File: config.mk
export PLATFORM = sky130hd
export DESIGN_NAME = prog_loader
export DESIGN_NICKNAME = d
export VERILOG_FILES = /design/src/rtl/prog_loader.sv
export SDC_FILE = /design/constraint.sdc
export NUM_CORES = 1
export LEC_CHECK = 0
export ABC_CLOCK_PERIOD_IN_PS = 4140
export CAP_MARGIN = 20
export CELL_PAD_IN_SITES_DETAIL_PLACEMENT = 0
export CELL_PAD_IN_SITES_GLOBAL_PLACEMENT = 1
export CORE_MARGIN = 3
export CORE_UTILIZATION = 35
export DETAILED_ROUTE_END_ITERATION = 12
export PLACE_DENSITY = 0.62
export SLEW_MARGIN = 20
export SYNTH_ARGS = -nofsm -noshare
export SYNTH_HDL_FRONTEND = slang
export SYNTH_SLANG_ARGS = --single-unit
File: constraint.sdc
create_clock -name clk -period 4.14 [get_ports clk]
set_clock_uncertainty 0.2 [all_clocks]
set_input_delay 0.414 -clock clk [delete_from_list [all_inputs] [get_ports clk]]
set_output_delay 0.414 -clock clk [all_outputs]
set_load 0.01 [all_outputs]
File: src/rtl/prog_loader.sv
// -----------------------------------------------------------------------------
// prog_loader
//
// Writer side of the instruction PROM interface. A host link delivers a framed
// byte stream; this block parses the frame, assembles INSTR_W-bit instruction
// words from 4 big-endian bytes each, writes them into instruction memory and
// keeps the CPU core held in reset while the load is in progress.
//
// Frame (byte order):
//   HDR, addr_hi, addr_lo, cnt_hi, cnt_lo, N x {b3,b2,b1,b0}, chk
//   The 8-bit sum of every byte after HDR, chk included, must be zero.
//
// Ports:
//   clk         in   clock, rising edge
//   rst         in   asynchronous active-low reset
//   in_data     in   [7:0] stream byte
//   in_valid    in   in_data valid
//   in_ready    out  loader accepts a byte (transfer on in_valid && in_ready)
//   imem_we     out  one-cycle instruction memory write strobe
//   imem_waddr  out  [ADDR_W-1:0] write address
//   imem_wdata  out  [INSTR_W-1:0] write data
//   cpu_hold    out  high while a frame is being loaded
//   done        out  one-cycle pulse: frame loaded with a good checksum
//   err         out  sticky checksum-mismatch flag, cleared by the next HDR
// -----------------------------------------------------------------------------
module prog_loader #(
    parameter int unsigned ADDR_W  = 10,
    parameter int unsigned INSTR_W = 27,
    parameter logic [7:0]  HDR     = 8'hA5
) (
    input  logic               clk,
    input  logic               rst,
    input  logic [7:0]         in_data,
    input  logic               in_valid,
    output logic               in_ready,
    output logic               imem_we,
    output logic [ADDR_W-1:0]  imem_waddr,
    output logic [INSTR_W-1:0] imem_wdata,
    output logic               cpu_hold,
    output logic               done,
    output logic               err
);

    typedef enum logic [2:0] {
        IDLE,
        A_HI,
        A_LO,
        C_HI,
        C_LO,
        DATA,
        WR,
        CHK
    } state_t;

    state_t            state;
    logic [7:0]        hi_q;      // high byte of address / count, held until its low byte arrives
    logic [ADDR_W-1:0] addr;      // next write address, wraps modulo 2^ADDR_W
    logic [15:0]       cnt;       // words still to be written
    logic [1:0]        byte_idx;  // position of the next data byte within its word
    logic [23:0]       word_q;    // first three bytes of the word being assembled
    logic [7:0]        sum;       // running checksum of bytes after HDR

    logic              take;
    logic [7:0]        sum_next;

    // in_ready is registered and tracks the state, so a transfer is simply the
    // handshake seen at the clock edge.
    assign take     = in_valid && in_ready;
    assign sum_next = sum + in_data;

    // NOTE: every register below is assigned with <= so all of them update
    // together from the values present before the edge; a blocking = here
    // would let later statements see half-updated state.
    always_ff @(posedge clk or negedge rst) begin
        if (!rst) begin
            state      <= IDLE;
            hi_q       <= '0;
            addr       <= '0;
            cnt        <= '0;
            byte_idx   <= '0;
            word_q     <= '0;
            sum        <= '0;
            in_ready   <= 1'b0;
            imem_we    <= 1'b0;
            imem_waddr <= '0;
            imem_wdata <= '0;
            cpu_hold   <= 1'b0;
            done       <= 1'b0;
            err        <= 1'b0;
        end else begin
            // Strobes default low; in_ready defaults high and is only pulled
            // low for the single write cycle.
            imem_we  <= 1'b0;
            done     <= 1'b0;
            in_ready <= 1'b1;

            case (state)
                IDLE: begin
                    // Non-header bytes are consumed and dropped.
                    if (take && in_data == HDR) begin
                        state    <= A_HI;
                        cpu_hold <= 1'b1;
                        err      <= 1'b0;
                        sum      <= '0;
                    end
                end

                A_HI: begin
                    if (take) begin
                        hi_q  <= in_data;
                        sum   <= sum_next;
                        state <= A_LO;
                    end
                end

                A_LO: begin
                    if (take) begin
                        addr  <= ADDR_W'({hi_q, in_data});
                        sum   <= sum_next;
                        state <= C_HI;
                    end
                end

                C_HI: begin
                    if (take) begin
                        hi_q  <= in_data;
                        sum   <= sum_next;
                        state <= C_LO;
                    end
                end

                C_LO: begin
                    if (take) begin
                        cnt      <= {hi_q, in_data};
                        sum      <= sum_next;
                        byte_idx <= '0;
                        state    <= ({hi_q, in_data} == 16'd0) ? CHK : DATA;
                    end
                end

                DATA: begin
                    if (take) begin
                        word_q   <= {word_q[15:0], in_data};
                        sum      <= sum_next;
                        byte_idx <= byte_idx + 2'd1;
                        if (byte_idx == 2'd3) begin
                            // Fourth byte: issue the write straight from the
                            // assembled bytes so imem_we is high in the next
                            // cycle. The cast drops the unused top bits.
                            state      <= WR;
                            in_ready   <= 1'b0;
                            imem_we    <= 1'b1;
                            imem_waddr <= addr;
                            imem_wdata <= INSTR_W'({word_q, in_data});
                        end
                    end
                end

                WR: begin
                    addr  <= addr + ADDR_W'(1);
                    cnt   <= cnt - 16'd1;
                    state <= (cnt == 16'd1) ? CHK : DATA;
                end

                CHK: begin
                    if (take) begin
                        cpu_hold <= 1'b0;
                        state    <= IDLE;
                        if (sum_next == 8'd0) begin
                            done <= 1'b1;
                        end else begin
                            err  <= 1'b1;
                        end
                    end
                end

                default: state <= IDLE;
            endcase
        end
    end

    // Structural invariants of the handshake and status outputs.
    a_we_blocks_input : assert property (
        @(posedge clk) disable iff (!rst) imem_we |-> !in_ready);

    a_done_releases_cpu : assert property (
        @(posedge clk) disable iff (!rst) done |-> (!cpu_hold && !err));

    a_wr_single_cycle : assert property (
        @(posedge clk) disable iff (!rst) (state == WR) |=> (state != WR));

endmodule

-- Word-level counts from Yosys, hierarchy flattened
Index checks and enable logic that the tools add are counted.
- $add $sub $neg: 4
- equal/unequal tests: 20
- muxes and demuxes: 37
- reduce and logical (&&, ||, !) cells: 22
- operators by type and width (cell ; count):
    one-hot mux 16 bit (2 select lines) ; 1
    2-to-1 mux 3 bit ; 8
    one-hot mux 3 bit (8 select lines) ; 1
    one-hot mux 10 bit (2 select lines) ; 1
    inequality test 2 bit (second input constant) ; 9
    equality test 16 x 1 -> 1 bit (second input constant) ; 1
    zero test 16 bit ; 1
    2-to-1 mux 16 bit ; 1
    2-to-1 mux 8 bit ; 2
    one-hot mux 8 bit (2 select lines) ; 1
    subtractor 16 x 1 -> 16 bit (second input constant) ; 1
    2-to-1 mux 1 bit ; 14
    equality test 3 bit (second input constant) ; 4
    AND reduction 3 bit ; 4
    adder 10 x 1 -> 10 bit (second input constant) ; 1
    2-to-1 mux 10 bit ; 1
    nonzero test 2 bit ; 5
    adder 8 bit ; 1
    equality test 8 bit (second input constant) ; 1
    zero test 8 bit ; 1
    2-to-1 mux 2 bit ; 4
    AND reduction 2 bit ; 4
    AND reduction 8 bit ; 1
    equality test 3 x 2 -> 1 bit (second input constant) ; 2
    other kinds (11) ; 13
- flip-flop bits (word level): 108
- input port bits: 11
- output and inout bits: 42
- word-level logic and storage cells: 97

-- Logic depth before layout (Yosys ltp)
Gate-level depths: netlist (run 1).
- word-level depth: 5
- depth in mapped cells: 8
- mapped depth without buffers: 8

-- Worst setup path before layout (run 1)
Ideal clock, no wire load.
- path kind: input to register
- start: in in_data[0]
- end: reg err
- setup time: 0.121 ns
- data arrival time: 2.548 ns
- required time: 3.819 ns
- setup slack: 1.271 ns
- cell stages on the path: 7
- buffers on the path: 0
- cell sequence: ha_1 -> fa_1 -> xor2_1 -> or3_1 -> or4_1 -> or3_1 -> a22o_1
- longest elaborated chain between the ends: 4
- elaborated cells on any way between the ends: 7
- classes of those cells: add/sub: 1; eq/ne: 3; reduce/logical: 3
- ends and longest elaborated chain (what ; line ; RTL):
    from (decl) ; 33 ; input logic [7:0] in_data,
    adder 8 bit / equality test 8 bit (equally long branches) ; 69, 100 ;
    zero test 8 bit / logical AND 1 bit (equally long branches) ; 169, 100 ;
    inequality test 2 bit (no source line) ; - ;
    AND reduction 4 bit (no source line) (*) ; - ;
    to (signal assigned) ; 89 ; err <= 1'b0;
    to (signal assigned) ; 103 ; err <= 1'b0;
    to (signal assigned) ; 172 ; err <= 1'b1;
    to (decl) ; 41 ; output logic err
Every way passes the cells marked *; elsewhere a longest branch is shown, timed or not.
A chain may end at the register's enable or synchronous reset.

-- Worst setup path after layout (run 1)
- start: in in_data[1]
- end: reg err
The elaborated chain is that of the path after synthesis.

==> metrics.log, run 1 <==
[metrics] largest net degree at the start of global routing: just under 70
[metrics] number of max-cap violations: 0
[metrics] width of the die: 125 um
[metrics] required time at the worst-slack endpoint: 4.18 ns
[metrics] global-route wire length before repair: about 20000 um
[metrics] first-pass detailed-route iteration total: 4
[metrics] class of the worst hold path: register to register
[metrics] sort of element at the end of the critical path: register
[metrics] power density over the cells: about 660 nW/um2
[metrics] launching element type of the critical path: input port
[metrics] sink count of the clock tree: ~110
[metrics] parity-gate share of the synthesized area counting xor and xnor cells: 0.0141
[metrics] sequential fraction of the synthesis area: 0.543
[metrics] count of final setup violators: 0
[metrics] final cell count without fillers: around 660
[metrics] total wirelength of the detailed-routed design: 11900 um
[metrics] critical path data arrival time: ~3.3 ns
[metrics] async set or reset register ratio after synthesis: 1.00
[metrics] minimum setup slack among reg-to-reg paths: roughly 1.2 ns
[metrics] die area: ~16000 um2
[metrics] CTS hold repair buffers: 1
[metrics] number of global-route vias before repair: 3613
[metrics] source-to-sink clock delay at the later pin of the worst-skew pair: about 0.35 ns
[metrics] Final TNS setup: 0 ns
[metrics] multiplexer area fraction after synthesis: 0.142
[metrics] number of nets in the synthesized netlist: 449
[metrics] Synth Instances: between 400 and 500
[metrics] YS warnings: 0
[metrics] H-tree depth reported by CTS: 3
[metrics] worst rel slew slack: 0.329
[metrics] cell leakage power: roughly 2.7 nW
[metrics] height of the chip: approximately 130 um
[metrics] simple-gate share of the synthesized area: 0.129
[metrics] worst slew pin tran: around 1 ns
[metrics] synthesized area: around 5000 um2
[metrics] number of violations reported at the end of detailed-routing iteration 0: 200
[metrics] achievable frequency: ~310 MHz
[metrics] Syn-to-layout area delta: 20.9%
[metrics] antenna diode count: 0
[metrics] number of synthesized register bits: approximately 110
[metrics] total of buffers placed on input and output ports: 52
[metrics] placeable core region: ~14000 um2
[metrics] number of nets in the layout: 504
[metrics] FP Rows: 42
[metrics] Vias: between 3000 and 4000
[metrics] Antenna Nets Post-Route: 0
[metrics] TritonCTS clock tree: done
[metrics] setup repair after global routing missed its margin: no
[metrics] maximum vdd drop: 447 uV
[metrics] most frequently used flop master after synthesis: dfrtp_1
[metrics] least setup slack across all paths after layout: 0.933 ns
[metrics] WS Path Type: input port to register
[metrics] result of the run: completed
[metrics] gpl congestion: 0.800
[metrics] final HPWL from detailed placement: ~8000 um
[metrics] number of buffers inserted during clock tree synthesis: 9
[metrics] area fraction in compound gates after synthesis: 0.116
[metrics] maximum fanout encountered on the critical timing path: 8
[metrics] Final Hold Vio Count: 0
[metrics] remaining global-route overflow: 0
[metrics] fraction of the mapped netlist area in adder cells: 0.0317
[metrics] GRT Total Usage: 0.160
[metrics] Avg Synthesized Cell Area: 11.7 um2
[metrics] min cycle time layout: 3.21 ns
[metrics] fraction of final layout cells with drive strength greater than 1: 0.0802
[metrics] buffer count from post-CTS setup fixing: 0
[metrics] Post-Place Cells: 645
[metrics] Post-synth EDFFs: 0
[metrics] Post-Place Setup Slack: roughly 0.56 ns
[metrics] WL per Instance: 17.9 um
[metrics] initial standard-cell utilization of the core: 0.367
[metrics] antenna violations before repair: 0
[metrics] number of gates resized after cts: 0
[metrics] average via count per standard cell: between 5 and 6
[metrics] top-level port count: 53
[metrics] Longest Clk Path Bufs: 2
[metrics] number of library cell types mapped by synthesis: slightly below 60
[metrics] remaining routing DRC violations: 0
[metrics] ratio of final minimum period to clock period: 0.775
[metrics] cell chosen for the clock root: clkbuf_16
[metrics] combinational family with the most area after synthesis: multiplexers
[metrics] post-layout utilization of the core: 0.444
[metrics] count of final max-slew check failures: 0
[metrics] clk slew on worst S/H paths: approximately 0.08 ns
[logic make-up after synthesis]
logic type | after synthesis
compound gates | 81
xor+xnor | 8
mux | 63
flops | 108
buf+inv | 28
fa+ha+maj | 12
simple gates | 126
[registers in the layout (all words and copies together) (netlist names)]
name        cells
byte_idx        2
err             1
done            1
cnt            16
imem_we         1
imem_wdata     27
hi_q            8
in_ready        1
word_q         19
addr           10
imem_waddr     10
sum             8
state           3
cpu_hold        1
[worst max-delay path: stages]
cell and delay (ns):
clkdlybuf4s50_1 0.64, fa_1 0.55, xor2_1 0.19, or3_1 0.32, or4_1 0.50, or3_1 0.42, a22o_1 0.22
[layout by cell type (no fill, tap or decap), types with 7 or more instances in the layout]
cell type          n
buf_4             12
o211ai_1           7
o21ai_1           17
nand2_1           36
nor2_1            31
mux2_1            62
a21oi_1            9
clkdlybuf4s50_1   51
clkbuf_16          9
nor4_1             7
dfrtp_1          108
nor3_1             9
ha_1              11
nand3_1           11
a22o_1            10
[path summary, 6_finish.rpt]
path	startpoint	to	cells after the start
min in group asynchronous	rst	imem_wdata[18]	2
setup reg to reg	sum[0]	err	7
setup / recovery	in_data[1]	err	7
hold / removal	word_q[15]	word_q[15]	1
max in group asynchronous	rst	word_q[14]	3
hold reg to reg	word_q[15]	word_q[15]	1
[routing by layer]
layer / track usage / up-vias / share of wire
li1: - / 1657 / -
met2: 0.244 / 64 / 0.45
met3: 0.0397 / 7 / 0.042
met5: 0 / - / 0
met1: 0.233 / 1780 / 0.50
met4: 0.0364 / 0 / 0.0099
[cell usage after synthesis (2+ instances only)]
cell type  instances  area (um2)
nor3_1             9        45.0
or2_1              2        12.5
nor4_1             7        43.8
a21o_1             3        22.5
nand3_1           11        55.1
xor2_1             6        52.6
o21ai_0            5        25.0
nor2_1            32         120
dfrtp_1          108        2700
nand2b_1           2        12.5
buf_2              2        10.0
a31oi_1            6        37.5
a221o_1            6        60.1
inv_1              6        22.5
a21oi_1            9        45.0
o311ai_1           2        17.5
buf_1              3        11.3
and3_1             5        31.3
or4_1              3        22.5
a22o_1            10        87.6
mux2_1            62         698
clkbuf_1          14        52.6
inv_2              2        7.51
o211ai_1           7        52.6
xnor2_1            2        17.5
or3_1              5        31.3
and2_1             3        18.8
nand2_1           37         139
o21ai_1           17        85.1
o221a_1            2        22.5
ha_1              11         138
[per-stage QoR]
step / hold WS, ns / area [um2] / power (mW)
after floorplan: -0.0816 / 4970 / 2.65
after global placement: 0.263 / 5720 / 3.13
after detailed placement: 0.268 / 5720 / 3.15
after CTS: 0.285 / 6020 / 4.03
after global routing: 0.305 / 6020 / 4.28
final: 0.281 / 6020 / 3.98
[cell type report]
| class | count | area [um2] |
|---|---|---|
| fill | 1293 | 7540 |
| sequential | 108 | 2700 |
| tap | 176 | 220 |
| inverter | 8 | 30.0 |
| clock buffer | 9 | 225 |
| clock inverter | 7 | 65.1 |
| multi-input combinational | 290 | 2160 |
| timing repair buffer | 64 | 611 |
[report_power, final]
part / switching [mW] / total, mW / leakage (nW) / internal [mW]
sequential: 0.350 / 1.81 / 1.38 / 1.46
combinational: 0.649 / 1.32 / 1.23 / 0.674
clock: 0.426 / 0.852 / 0.146 / 0.426
No activity file was read; power rests on OpenSTA's default activity.
==> inputs of run 2 (changes only) <==
- ABC_CLOCK_PERIOD_IN_PS: 4140 -> 3240
- clock period: 4.14 -> 3.24 ns (I/O delays scaled with it)
==> run 2 against run 1 <==
- global-route usage fell by 0.27 points
- cell area rose by 1.4%
- non-clock buffer count rose by 7
- sequential cell count did not move
- critical path type unchanged
- largest cell class unchanged
==> metrics.log, run 2 (synthesis gave the netlist of run 1 again) <==
[metrics] result of the run: completed
[metrics] worst slew pin tran: 0.706 ns (-0.297 ns)
[metrics] placeable core region: 13600 um2 (unchanged)
[metrics] clk slew on worst S/H paths: 0.08 ns (about the same)
[metrics] number of global-route vias before repair: 3550 (-1.7%)
[metrics] worst hold path depth: 1 (unchanged)
[metrics] maximum fanout encountered on the critical timing path: 2 (-6)
[metrics] Routed met1 length: 5880 um (-0.15%)
[metrics] Longest Clk Path Bufs: 2 (unchanged)
[metrics] number of nets in the layout: 511 (+1.4%)
[metrics] critical path data arrival time: 3.01 ns (-0.24 ns)
[metrics] power density over the cells: 847 nW/um2 (+28%)
[metrics] top-level port count: 53 (unchanged)
[metrics] number of buffers inserted during clock tree synthesis: 9 (unchanged)
[metrics] TritonCTS clock tree: done
[metrics] CP max-delay cell: or4_1
[metrics] launching element type of the critical path: input port
[metrics] origin of the worst min-delay path: word_q[15]
[metrics] worst reg2reg startpoint: sum[0]
[metrics] Antenna Nets Post-Route: 0 (unchanged)
[metrics] count of final setup violators: 0 (unchanged)
[metrics] global-route wire length before repair: 19700 um (-1.4%)
[metrics] source-to-sink clock delay at the later pin of the worst-skew pair: 0.35 ns (about the same)
[metrics] width of the die: 125 um (unchanged)
[metrics] Regs by FF count: imem_wdata (27), word_q (19), cnt (16)
[metrics] final cell count without fillers: 669 (+1.1%)
[metrics] Final Hold Vio Count: 0 (unchanged)
[metrics] register name with the most flops: imem_wdata
[metrics] DR WL met2: 5520 um (+3.0%)
[metrics] FP Rows: 42 (unchanged)
[metrics] gpl congestion: 0.785 (-1.9%)
[metrics] WS Path Type: input port to register
[metrics] number of violations reported at the end of detailed-routing iteration 0: 184 (-8.0%)
[metrics] top metal layer carrying routed signals: met4
[metrics] final HPWL from detailed placement: 8120 um (+1.2%)
[metrics] required time at the worst-slack endpoint: 3.29 ns (-0.89 ns)
[metrics] height of the chip: 125 um (unchanged)
[metrics] minimum setup slack among reg-to-reg paths: 0.32 ns (-0.84 ns)
[metrics] worst rel slew slack: 0.529 (+0.201)
[metrics] number of max-cap violations: 0 (unchanged)
[metrics] total of buffers placed on input and output ports: 52 (unchanged)
[metrics] routed length on met3: 334 um (-33%)
[metrics] peak per-stage delay on the critical path: 0.51 ns (-0.13 ns)
[metrics] ratio of final minimum period to clock period: 0.915
[metrics] max FFs per register: 27 (unchanged)
[metrics] critical-path cell list: clkdlybuf4s50_1 > ha_1 > fa_1 > xor2_1 > or3_1 > or4_1 > or3_1 > a22o_1
[metrics] remaining routing DRC violations: 0 (unchanged)
[metrics] Vias: 3527 (+0.54%)
[metrics] Worst Reg-to-Reg Cells: 7 (unchanged)
[metrics] Post-Place Cells: 652 (+1.1%)
[metrics] min cycle time layout: between 2 and 3 ns
[metrics] initial standard-cell utilization of the core: 0.367 (unchanged)
[metrics] class of the worst hold path: register to register
[metrics] first-pass detailed-route iteration total: 5 (+1)
[metrics] fraction of final layout cells with drive strength greater than 1: 0.0933 (+0.0131)
[metrics] Placement Cell Area: 5780 um2 (+1.1%)
[metrics] Syn-to-layout area delta: 22.6%
[metrics] most common cell after layout, fill and taps aside: dfrtp_1
[metrics] beginning of the critical path: in_data[0]
[metrics] sink count of the clock tree: 108 (unchanged)
[metrics] Worst path most repeated cell: or3_1
[metrics] H-tree depth reported by CTS: 3 (unchanged)
[metrics] worst r2r dst: err
[metrics] antenna violations before repair: 0 (unchanged)
[metrics] WL per Instance: 17.9 um (+0.16%)
[metrics] commonest cells after routing, fill and taps aside: dfrtp_1, mux2_1, clkdlybuf4s50_1
[metrics] count of final max-slew check failures: 0 (unchanged)
[metrics] post-layout utilization of the core: 0.450 (+0.00609)
[metrics] setup repair after global routing missed its margin: no
[metrics] sort of element at the end of the critical path: register
[metrics] average via count per standard cell: 5.27 (-0.51%)
[metrics] maximum vdd drop: 376 uV (-16%)
[metrics] GRT Total Usage: 0.158 (-0.00267)
[metrics] antenna diode count: 0 (unchanged)
[metrics] area of all placed cells without fillers: 6100 um2 (+1.4%)
[metrics] cell leakage power: 2.79 nW (+1.5%)
[metrics] achievable frequency: approximately 340 MHz
[metrics] worst hold path endpoint: word_q[15]
[metrics] largest net degree at the start of global routing: 56 (-18%)
[metrics] die area: 15700 um2 (unchanged)
[metrics] total wirelength of the detailed-routed design: 12000 um (+1.2%)
[metrics] remaining global-route overflow: 0 (unchanged)
[metrics] cell chosen for the clock root: clkbuf_16
## run 2: cell count changes in the layout (fill, tap and decap cells not counted)
cell,previous run,this run
inv_8,3,2
clkinvlp_4,0,1
buf_12,0,1
inv_6,2,1
bufinv_16,0,1
buf_4,12,18
## run 2: repair_timing
item / in CTS / in global routing
buffers inserted: 0 / 0
hold buffers: 1 / 0
resized for setup: 0 / 0
endpoints found under the hold margin: 54 / 0
## run 2: routing by layer
layer	global-route usage	up-vias
li1	-	1684
met1	0.227	1767
met2	0.242	61
met3	0.0247	15
met4	0.0587	0
met5	0	-
## run 2: final cells by class
cell class	count	area, um2
fillers	1303	7460
flip-flops and latches	108	2700
multi-input cells	290	2160
repair buffers	71	676
clock buffers	9	225
well taps	176	220
clock inverters	7	82.6
inverters	8	30.0
## run 2: power by group
part           total (mW)  leakage, nW  internal [mW]  switching, mW
Sequential           2.30         1.38           1.86          0.438
Combinational        1.71         1.27          0.886          0.827
Clock                1.15        0.150          0.614          0.539
## run 2: per-stage QoR
| step | hold slack (ns) | setup TNS, ns | worst slack, ns | power (mW) |
|---|---|---|---|---|
| 2_1_floorplan | -0.172 | 0 | 0.432 | 3.38 |
| 3_3_place_gp | 0.217 | -0.105 | -0.0913 | 4.00 |
| 3_5_place_dp | 0.229 | -0.132 | -0.108 | 4.05 |
| 4_1_cts | 0.288 | 0 | 0.283 | 5.23 |
| 5_1_grt | 0.291 | 0 | 0.197 | 5.54 |
| 6_report | 0.281 | 0 | 0.274 | 5.17 |
## run 2: worst max path at each step
stage / end / slack, ns / cells after the start
finish: err / 0.27 / 8
global route: err / 0.20 / 8
CTS: err / 0.28 / 8
floorplan: err / 0.43 / 7
detailed placement: err / -0.11 / 8
global placement: err / -0.09 / 8
## run 2: worst max-delay path: cells and delay by family
kind / cells / cell delay (ns)
fa+ha+maj: 2 / 0.64
buf+inv: 1 / 0.43
simple gates: 3 / 1.23
compound gates: 1 / 0.22
xor+xnor: 1 / 0.19
==> inputs of run 3 (changes only) <==
- CTS_CLUSTER_SIZE: default -> 10
- PLACE_DENSITY: 0.62 -> default
- PLACE_DENSITY_LB_ADDON: default -> 0.1
- SLEW_MARGIN: 20 -> default
==> run 3 against run 2 <==
- clock-buffer cell count unchanged
- core utilization is 0.083 points higher
- sequential cell count did not move
- setup slack lost 0.034 ns
- routed wire length fell by 2.5%
- final cell count grew 0.75%
- combinational power rose by 2%
- cell area is 0.18% higher
==> metrics.log, run 3 (synthesis gave the netlist of run 1 again) <==
[metrics] result of the run: completed
[metrics] final cell count without fillers: 674 (+0.75%)
[metrics] max FFs per register: 27 (unchanged)
[metrics] class of the worst hold path: register to register
[metrics] post-layout utilization of the core: 0.451 (+0.000831)
[metrics] power density over the cells: 836 nW/um2 (-1.3%)
[metrics] Final Hold Vio Count: 0 (unchanged)
[metrics] average via count per standard cell: 5.27 (about the same)
[metrics] top-level port count: 53 (unchanged)
[metrics] H-tree depth reported by CTS: 3 (unchanged)
[metrics] ratio of final minimum period to clock period: 0.926 (+0.0106)
[metrics] register name with the most flops: imem_wdata
[metrics] count of final setup violators: 0 (unchanged)
[metrics] GRT Total Usage: 0.155 (-0.00313)
[metrics] total wirelength of the detailed-routed design: 11700 um (-2.5%)
[metrics] area of all placed cells without fillers: 6110 um2 (+0.18%)
[metrics] FP Rows: 42 (unchanged)
[metrics] Post-Place Setup Slack: -0.118 ns (-0.0102 ns)
[metrics] remaining global-route overflow: 0 (unchanged)
[metrics] global-route wire length before repair: 19100 um (-2.9%)
[metrics] minimum setup slack among reg-to-reg paths: 0.29 ns (-0.03 ns)
[metrics] Post-Place Cells: 657 (+0.77%)
[metrics] critical path data arrival time: 3.04 ns (+0.03 ns)
[metrics] WS Path Type: input port to register
[metrics] achievable frequency: 333 MHz (-1.1%)
[metrics] number of global-route vias before repair: 3382 (-4.7%)
[metrics] number of filler cells placed in the layout: 1284 (-1.5%)
[metrics] sort of element at the end of the critical path: register
[metrics] WL per Instance: 17.4 um (-3.2%)
[metrics] Antenna Nets Post-Route: 0 (unchanged)
[metrics] sink count of the clock tree: 108 (unchanged)
[metrics] commonest cells after routing, fill and taps aside: dfrtp_1, mux2_1, clkdlybuf4s50_1
[metrics] die area: 15700 um2 (unchanged)
[metrics] gpl congestion: 0.818 (+4.3%)
[metrics] number of violations reported at the end of detailed-routing iteration 0: 153 (-17%)
[metrics] width of the die: 125 um (unchanged)
[metrics] final HPWL from detailed placement: 8140 um (+0.25%)
[metrics] largest net degree at the start of global routing: 57 (+1.8%)
[metrics] source-to-sink clock delay at the later pin of the worst-skew pair: 0.35 ns (about the same)
[metrics] count of final max-slew check failures: 0 (unchanged)
[metrics] Placement Cell Area: 5820 um2 (+0.65%)
[metrics] launching element type of the critical path: input port
[metrics] worst rel slew slack: 0.540 (+0.0107)
[metrics] cell leakage power: 2.81 nW (+0.62%)
[metrics] Longest Clk Path Bufs: 2 (unchanged)
[metrics] least setup slack across all paths after layout: 0.240 ns (-0.0342 ns)
[metrics] TritonCTS clock tree: done
[metrics] fraction of final layout cells with drive strength greater than 1: 0.102 (+0.00910)
[metrics] setup repair after global routing missed its margin: no
[metrics] clk slew on worst S/H paths: 0.07 ns (about the same)
[metrics] number of nets in the layout: 516 (+0.98%)
[metrics] most common cell after layout, fill and taps aside: dfrtp_1
[metrics] antenna violations before repair: 0 (unchanged)
[metrics] height of the chip: 125 um (unchanged)
[metrics] Syn-to-layout area delta: 22.8%
[metrics] placeable core region: 13600 um2 (unchanged)
[metrics] maximum vdd drop: 426 uV (+13%)
[metrics] antenna diode count: 0 (unchanged)
[metrics] Regs by FF count: imem_wdata (27), word_q (19), cnt (16)
[metrics] cell chosen for the clock root: clkbuf_16
[metrics] min cycle time layout: 3.00 ns (+0.0342 ns)
[metrics] number of buffers inserted during clock tree synthesis: 9 (unchanged)
[metrics] remaining routing DRC violations: 0 (unchanged)
[metrics] buffer count from post-CTS setup fixing: 0 (unchanged)
[metrics] initial standard-cell utilization of the core: 0.367 (unchanged)
[metrics] first-pass detailed-route iteration total: 4 (-1)
[metrics] worst slew pin tran: 0.690 ns (-0.0160 ns)
[metrics] required time at the worst-slack endpoint: 3.28 ns (about the same)
[metrics] Vias: 3552 (+0.71%)
[metrics] number of max-cap violations: 0 (unchanged)
[metrics] total of buffers placed on input and output ports: 52 (unchanged)
[metrics] post-layout power: 5.11 mW (-1.1%)
[metrics] maximum fanout encountered on the critical timing path: 2 (unchanged)
run 3: repair_timing:
| item | in CTS | in global routing |
|---|---|---|
| resized for setup | 0 | 0 |
| endpoints found under the hold margin | 52 | 0 |
| hold buffers | 1 | 0 |
run 3: routing by layer:
metal | wire [um] | part of all wire | track usage
met4 | 216 | 0.018 | 0.0491
met1 | 5710 | 0.49 | 0.225
met2 | 5230 | 0.45 | 0.227
met5 | 0 | 0 | 0
met3 | 551 | 0.047 | 0.0405
run 3: critical path, cell delays in order:
cell and delay, ns:
clkdlybuf4s50_1 0.43, ha_1 0.24, fa_1 0.41, xor2_1 0.18, or3_1 0.32, or4_1 0.51, or3_1 0.40, a22o_1 0.22
run 3: final timing paths:
check,start,end,depth (start not counted)
worst max-delay path,in_data[0],err,8
worst min-delay path,word_q[15],word_q[15],1
worst max register to register,sum[0],err,7
worst min register to register,word_q[15],word_q[15],1
max in group asynchronous,rst,addr[1],3
min in group asynchronous,rst,imem_wdata[25],2
run 3: metrics by stage:
step	hold slack [ns]	TNS [ns]
after floorplan	-0.172	0
after global placement	0.220	-0.0892
after detailed placement	0.221	-0.184
after CTS	0.284	0
after global routing	0.303	0
final	0.280	0
run 3: cell type report:
cell class                 count  area (um2)  area share
sequential                   108        2700       0.442
multi-input combinational    290        2160       0.354
timing repair buffer          76         713       0.117
clock buffer                   9         225      0.0369
tap                          176         220      0.0360
clock inverter                 7        56.3     0.00922
inverter                       8        30.0     0.00492
run 3: power breakdown:
| part | internal (mW) | total [mW] | switching (mW) |
|---|---|---|---|
| Sequential | 1.86 | 2.30 | 0.437 |
| Combinational | 0.923 | 1.75 | 0.829 |
| Clock | 0.534 | 1.06 | 0.525 |
